File: config.mk
export PLATFORM = sky130hd
export DESIGN_NAME = aer_in_tx
export DESIGN_NICKNAME = d
export VERILOG_FILES = /design/src/rtl/aer_in_tx.sv
export SDC_FILE = /design/constraint.sdc
export NUM_CORES = 1
export LEC_CHECK = 0
export CORE_MARGIN = 2
export CORE_UTILIZATION = 50
export CTS_CLUSTER_DIAMETER = 40
export DETAILED_ROUTE_END_ITERATION = 12
export PLACE_DENSITY = 0.82
export SYNTH_ARGS = -nofsm -noshare
export SYNTH_HDL_FRONTEND = slang
export SYNTH_SLANG_ARGS = --single-unit
File: constraint.sdc
create_clock -name CLK -period 3.9 [get_ports CLK]
set_input_delay 0.585 -clock CLK [delete_from_list [all_inputs] [get_ports CLK]]
set_output_delay 0.585 -clock CLK [all_outputs]
set_load 0.01 [all_outputs]
File: src/rtl/aer_in_tx.sv
// aer_in_tx: buffers spike addresses in a FIFO and replays them on the AERIN
//   bundled-data 4-phase bus (AERIN_ADDR/AERIN_REQ/AERIN_ACK).
// Latency: push at cycle t -> ADDR at t+2, REQ at t+2+SETUP_CYCLES.
// Backpressure: EV_READY = !full, with no bypass when full. ACK stalls are waited out indefinitely.
// Ports:
//   CLK, RST                 clock, async active-high reset
//   EV_VALID/EV_ADDR/EV_READY event source push interface
//   FIFO_COUNT               entries held, excluding the event in flight
//   AERIN_ADDR/REQ/ACK       AER bus, ACK is asynchronous and synchronized here
//   BUSY                     FIFO non-empty or handshake in progress
//   TIMEOUT_ERR/CLR_ERR      sticky handshake-timeout flag and its sync clear
module aer_in_tx #(
  parameter int AER_WIDTH       = 12,
  parameter int FIFO_DEPTH      = 16,
  parameter int SETUP_CYCLES    = 1,
  parameter int ACK_SYNC_STAGES = 2,
  parameter int TIMEOUT_CYCLES  = 1024
) (
  input  logic                          CLK,
  input  logic                          RST,
  input  logic                          EV_VALID,
  input  logic [AER_WIDTH-1:0]          EV_ADDR,
  output logic                          EV_READY,
  output logic [$clog2(FIFO_DEPTH):0]   FIFO_COUNT,
  output logic [AER_WIDTH-1:0]          AERIN_ADDR,
  output logic                          AERIN_REQ,
  input  logic                          AERIN_ACK,
  output logic                          BUSY,
  output logic                          TIMEOUT_ERR,
  input  logic                          CLR_ERR
);

  localparam int AW = $clog2(FIFO_DEPTH);
  localparam int SW = (SETUP_CYCLES > 1) ? $clog2(SETUP_CYCLES) : 1;
  localparam int TW = $clog2(TIMEOUT_CYCLES + 1);

  localparam logic [1:0] ST_IDLE   = 2'd0;
  localparam logic [1:0] ST_SETUP  = 2'd1;
  localparam logic [1:0] ST_REQ_HI = 2'd2;
  localparam logic [1:0] ST_REQ_LO = 2'd3;

  logic [AER_WIDTH-1:0]       r_mem [FIFO_DEPTH];
  logic [AW:0]                r_wr_ptr;
  logic [AW:0]                r_rd_ptr;
  logic [ACK_SYNC_STAGES-1:0] r_ack_sync;
  logic [1:0]                 r_state;
  logic [SW-1:0]              r_setup_cnt;
  logic [TW-1:0]              r_to_cnt;
  logic [AER_WIDTH-1:0]       r_addr;
  logic                       r_req;
  logic                       r_err;

  logic [1:0]  w_state_nxt;
  logic        w_ack_s;
  logic        w_push;
  logic        w_pop;
  logic        w_empty;
  logic        w_full;
  logic        w_wait_state;
  logic        w_to_hit;
  logic [AW:0] w_count;

  // Only the synchronized ACK is ever looked at.
  assign w_ack_s = r_ack_sync[ACK_SYNC_STAGES-1];

  // Pointers carry one extra MSB, so the modular difference is the fill level
  // and full/empty are unambiguous.
  assign w_count = r_wr_ptr - r_rd_ptr;
  assign w_empty = (w_count == '0);
  assign w_full  = (w_count == (AW+1)'(FIFO_DEPTH));
  assign w_push  = EV_VALID & ~w_full;

  always_comb begin
    w_state_nxt = r_state;
    w_pop       = 1'b0;
    case (r_state)
      ST_IDLE: begin
        // A stale ACK still high from a previous transfer blocks a new one.
        if (!w_empty && !w_ack_s) begin
          w_state_nxt = ST_SETUP;
          w_pop       = 1'b1;
        end
      end
      ST_SETUP: begin
        if (r_setup_cnt == '0) w_state_nxt = ST_REQ_HI;
      end
      ST_REQ_HI: begin
        if (w_ack_s) w_state_nxt = ST_REQ_LO;
      end
      ST_REQ_LO: begin
        if (!w_ack_s) begin
          if (!w_empty) begin
            w_state_nxt = ST_SETUP;
            w_pop       = 1'b1;
          end else begin
            w_state_nxt = ST_IDLE;
          end
        end
      end
      default: w_state_nxt = ST_IDLE;
    endcase
  end

  assign w_wait_state = (r_state == ST_REQ_HI) || (r_state == ST_REQ_LO);
  // Fires on the cycle the phase counter would reach TIMEOUT_CYCLES. The counter
  // saturates afterwards, so one stuck phase flags only once.
  assign w_to_hit = w_wait_state && (w_state_nxt == r_state) &&
                    (r_to_cnt == TW'(TIMEOUT_CYCLES - 1));

  always_ff @(posedge CLK) begin
    if (w_push) r_mem[r_wr_ptr[AW-1:0]] <= EV_ADDR;
  end

  always_ff @(posedge CLK or posedge RST) begin
    if (RST) begin
      r_wr_ptr    <= '0;
      r_rd_ptr    <= '0;
      r_ack_sync  <= '0;
      r_state     <= ST_IDLE;
      r_setup_cnt <= '0;
      r_to_cnt    <= '0;
      r_addr      <= '0;
      r_req       <= 1'b0;
      r_err       <= 1'b0;
    end else begin
      r_ack_sync <= {r_ack_sync[ACK_SYNC_STAGES-2:0], AERIN_ACK};
      r_state    <= w_state_nxt;

      if (w_push) r_wr_ptr <= r_wr_ptr + (AW+1)'(1);

      // The address register is loaded only on a pop, which can only happen
      // while REQ is low, so ADDR never moves under an asserted REQ.
      if (w_pop) begin
        r_rd_ptr    <= r_rd_ptr + (AW+1)'(1);
        r_addr      <= r_mem[r_rd_ptr[AW-1:0]];
        r_setup_cnt <= SW'(SETUP_CYCLES - 1);
      end else if (r_state == ST_SETUP && r_setup_cnt != '0) begin
        r_setup_cnt <= r_setup_cnt - SW'(1);
      end

      if (r_state == ST_SETUP && w_state_nxt == ST_REQ_HI)
        r_req <= 1'b1;
      else if (r_state == ST_REQ_HI && w_state_nxt == ST_REQ_LO)
        r_req <= 1'b0;

      if (!w_wait_state || w_state_nxt != r_state)
        r_to_cnt <= '0;
      else if (r_to_cnt != TW'(TIMEOUT_CYCLES))
        r_to_cnt <= r_to_cnt + TW'(1);

      // Set has priority over clear.
      if (w_to_hit)     r_err <= 1'b1;
      else if (CLR_ERR) r_err <= 1'b0;
    end
  end

  assign EV_READY    = ~w_full;
  assign FIFO_COUNT  = w_count;
  assign AERIN_ADDR  = r_addr;
  assign AERIN_REQ   = r_req;
  assign TIMEOUT_ERR = r_err;
  assign BUSY        = ~w_empty | (r_state != ST_IDLE);

endmodule
==> results.py <==
metrics = {
    "status": {
        "status": "finished clean",
    },
    "worst_hold_path": {
        "hold_path_class": "flip-flop to flip-flop",
    },
    "floorplan": {
        "initial_core_util": 0.5074,
        "io_pins": 38,
        "dieWidth_um": 141.6,
        "rows": 50,
        "die-area_um2": 20040,
        "die_h_um": 141.6,
        "core-area_um2": 18640,
    },
    "routing": {
        "drc": 0,
        "num_vias": 4848,
        "avgViaCountPerCell": 5.934,
        "drt_iter0_drc": 619,
        "finalWirelength_mm": 19.59,
        "drt-pass1-iter-count": 4,
        "antenna_left": 0,
        "wl_per_cell_um": 23.98,
    },
    "cts": {
        "clk_latency_ns": 0.54,
        "h-tree-depth": 1,
        "cts_tree": "yes",
        "ctsResizeCount": 0,
        "cts_buffer_depth": 3,
        "cts_buffers": 28,
        "clk_pin_slew_ns": 0.05,
        "cts_sinks": 232,
        "clockRootBuffer": "clkbuf_16",
    },
    "layout": {
        "postLayoutCellArea_um2": 11170,
        "layout_commonest_cell": "edfxtp_1",
        "drive_above_1_share": 0.2659,
        "final_cell_mix": "edfxtp_1 (192), mux4_2 (60), dfrtp_1 (38), clkdlybuf4s50_1 (37)",
        "nFillCells": 1286,
        "antennaDiodeCount": 0,
        "stdcell_count": 817,
        "nets": 596,
        "fin_util": 0.5993,
        "syn2layout_area_growth_pct": 18.11,
    },
    "setup_path": {
        "path_class": "flip-flop to output port",
        "cp.arrival_ns": 3.02,
        "cp.required_ns": 3.31,
        "crit_family": "buffers and inverters",
        "cp_max_fo": 4,
        "slowest_stage": "fa_1",
        "cpMostUsedCell": "inv_1",
        "cp-end-kind": "output port",
        "crit_chain": "inv_1, ha_1, inv_1, fa_1, nand3b_1, a211o_2, a22oi_4, nand2_1, clkdlybuf4s50_1",
        "path_buf_inv": 3,
        "cp_slowest_stage_delay_ns": 0.47,
        "crit_path_start_kind": "flip-flop",
    },
    "placement": {
        "place_ws_ns": 0.4561,
        "place.gp.congestion": 0.8360,
        "io_buffers": 37,
        "dp_hpwl_mm": 11.29,
        "placed_cell_area_um2": 10210,
        "dp_cells": 764,
    },
    "yosys": {
        "synthCells": 491,
        "synth_cell_types": 47,
        "synthArstFlopShare": 0.1724,
        "synth_seq_cells": 232,
        "ys.flop_type": "edfxtp_1",
        "syn_nets": 525,
        "synth_area_leader_cell": "edfxtp_1",
        "synth_edf_count": 192,
        "syn_area_um2": 9460,
        "yosysWarnings": 0,
        "synth_top_area_frac": 0.6094,
        "synth_area_leaders": "edfxtp_1 (61%), mux4_2 (14%), dfrtp_1 (11%)",
        "seq_area_frac_synth": 0.7152,
        "synth.avg_cell_area_um2": 19.27,
    },
    "sta": {
        "fmax_ghz": 0.2774,
        "fin_crit_sh": 0.9242,
        "slew_headroom": 0.3364,
        "tightest_slew_ns": 0.9940,
        "fin_setup_tns_ns": 0,
        "setup_slack_ns": 0.2955,
        "fin_crit_ns": 3.605,
        "fin_skew_ns": 0.02853,
        "grt_setup_unrepaired": "no",
        "setup_viol": 0,
        "hold_viol_final": 0,
        "hold-worst-slack_ns": 0.3575,
        "drv_slew": 0,
    },
    "power": {
        "p_total_mw": 8.696,
        "vdd_drop_max_v": 0.0004015,
        "p_leak_nw": 3.846,
        "power_density_nw_per_um2": 778.3,
    },
    "global_routing": {
        "first_global_vias": 5168,
        "overflow": 0,
        "antenna_found_initial": 0,
        "grt_usage": 0.2034,
        "grt_max_degree": 52,
        "grt_pass1_wl_mm": 30.24,
    },
    "run": {
        "max_cap_viol_count": 0,
    },
}
## area by class of cell
class	count	area, um2	area share
well taps	234	292.8	0.02620
inverters	18	67.56	0.006047
clock inverters	21	236.5	0.02116
repair buffers	62	558.0	0.04994
multi-input cells	220	2539	0.2272
flip-flops and latches	232	6771	0.6060
clock buffers	30	708.2	0.06338
## logic make-up (layout without fill, tap and decap cells)
kind of cell,after synthesis,after routing,synth area share
buf+inv,39,131,0.01852
mux,72,72,0.1571
flops,232,232,0.7152
fa+ha+maj,17,17,0.02328
simple gates,80,80,0.04206
compound gates,31,31,0.02447
xor+xnor,20,20,0.01931
## repair_timing
item | in CTS | in global routing
endpoints found under the setup margin | 0 | 1
hold buffers | 0 | 0
setup buffers | 0 | 2
## registers in the layout (all words and copies together) (netlist names), 2 cells and up
name,cells
AERIN_ADDR,12
r_ack_sync,2
r_state,2
r_rd_ptr,5
r_mem,192
r_to_cnt,11
r_wr_ptr,5
## where the power goes
group	switching, mW	internal (mW)
clock	1.01	1.59
combinational	1.43	1.42
sequential	0.198	3.05
## final timing paths
path                       slack, ns             to     startpoint  cells after the start
setup / recovery                0.30           BUSY    r_wr_ptr[0]                      9
hold / removal                  0.36  r_ack_sync[1]  r_ack_sync[0]                      0
setup reg to reg                0.36   r_mem[11][1]    r_wr_ptr[0]                     11
hold reg to reg                 0.36  r_ack_sync[1]  r_ack_sync[0]                      0
max in group asynchronous       2.53    r_rd_ptr[0]            RST                      2
min in group asynchronous       0.63  AERIN_ADDR[9]            RST                      2
## cell usage after synthesis (2+ instances only)
cell        n
dfrtp_1    40
buf_1       2
nand4_1     6
xnor2_1    10
o21ai_0     6
nand3_1     7
and3_1      2
nand2_1    18
a21oi_1     7
inv_1      18
buf_4       2
mux2_2     12
a21o_1      2
buf_6       2
xor2_1      9
mux4_2     60
nor4_1      2
nor3_1      5
nor2_1     28
o22a_1      2
and2_1      2
clkbuf_1   10
ha_1       16
nand2b_1    2
or2_2       2
nand3b_1    2
buf_2       5
o22ai_1     2
edfxtp_1  192
## metal layers
layer	part of all wire	vias up	global-route usage
met3	0.077	42	0.03409
li1	-	2102	-
met5	0	-	0
met4	0.030	0	0.06737
met2	0.51	214	0.3373
met1	0.38	2490	0.2790
## worst reg2reg max path: cells and delay by family, from the launching register on
kind / cells / cell delay, ns
AOI/OAI and AO/OA: 1 / 0.55
adders and majority gates: 2 / 0.60
buffers and inverters: 3 / 0.48
DFF: 1 / 0.43
and+or+nand+nor: 5 / 1.19
Power figures use the tool's default switching activity.
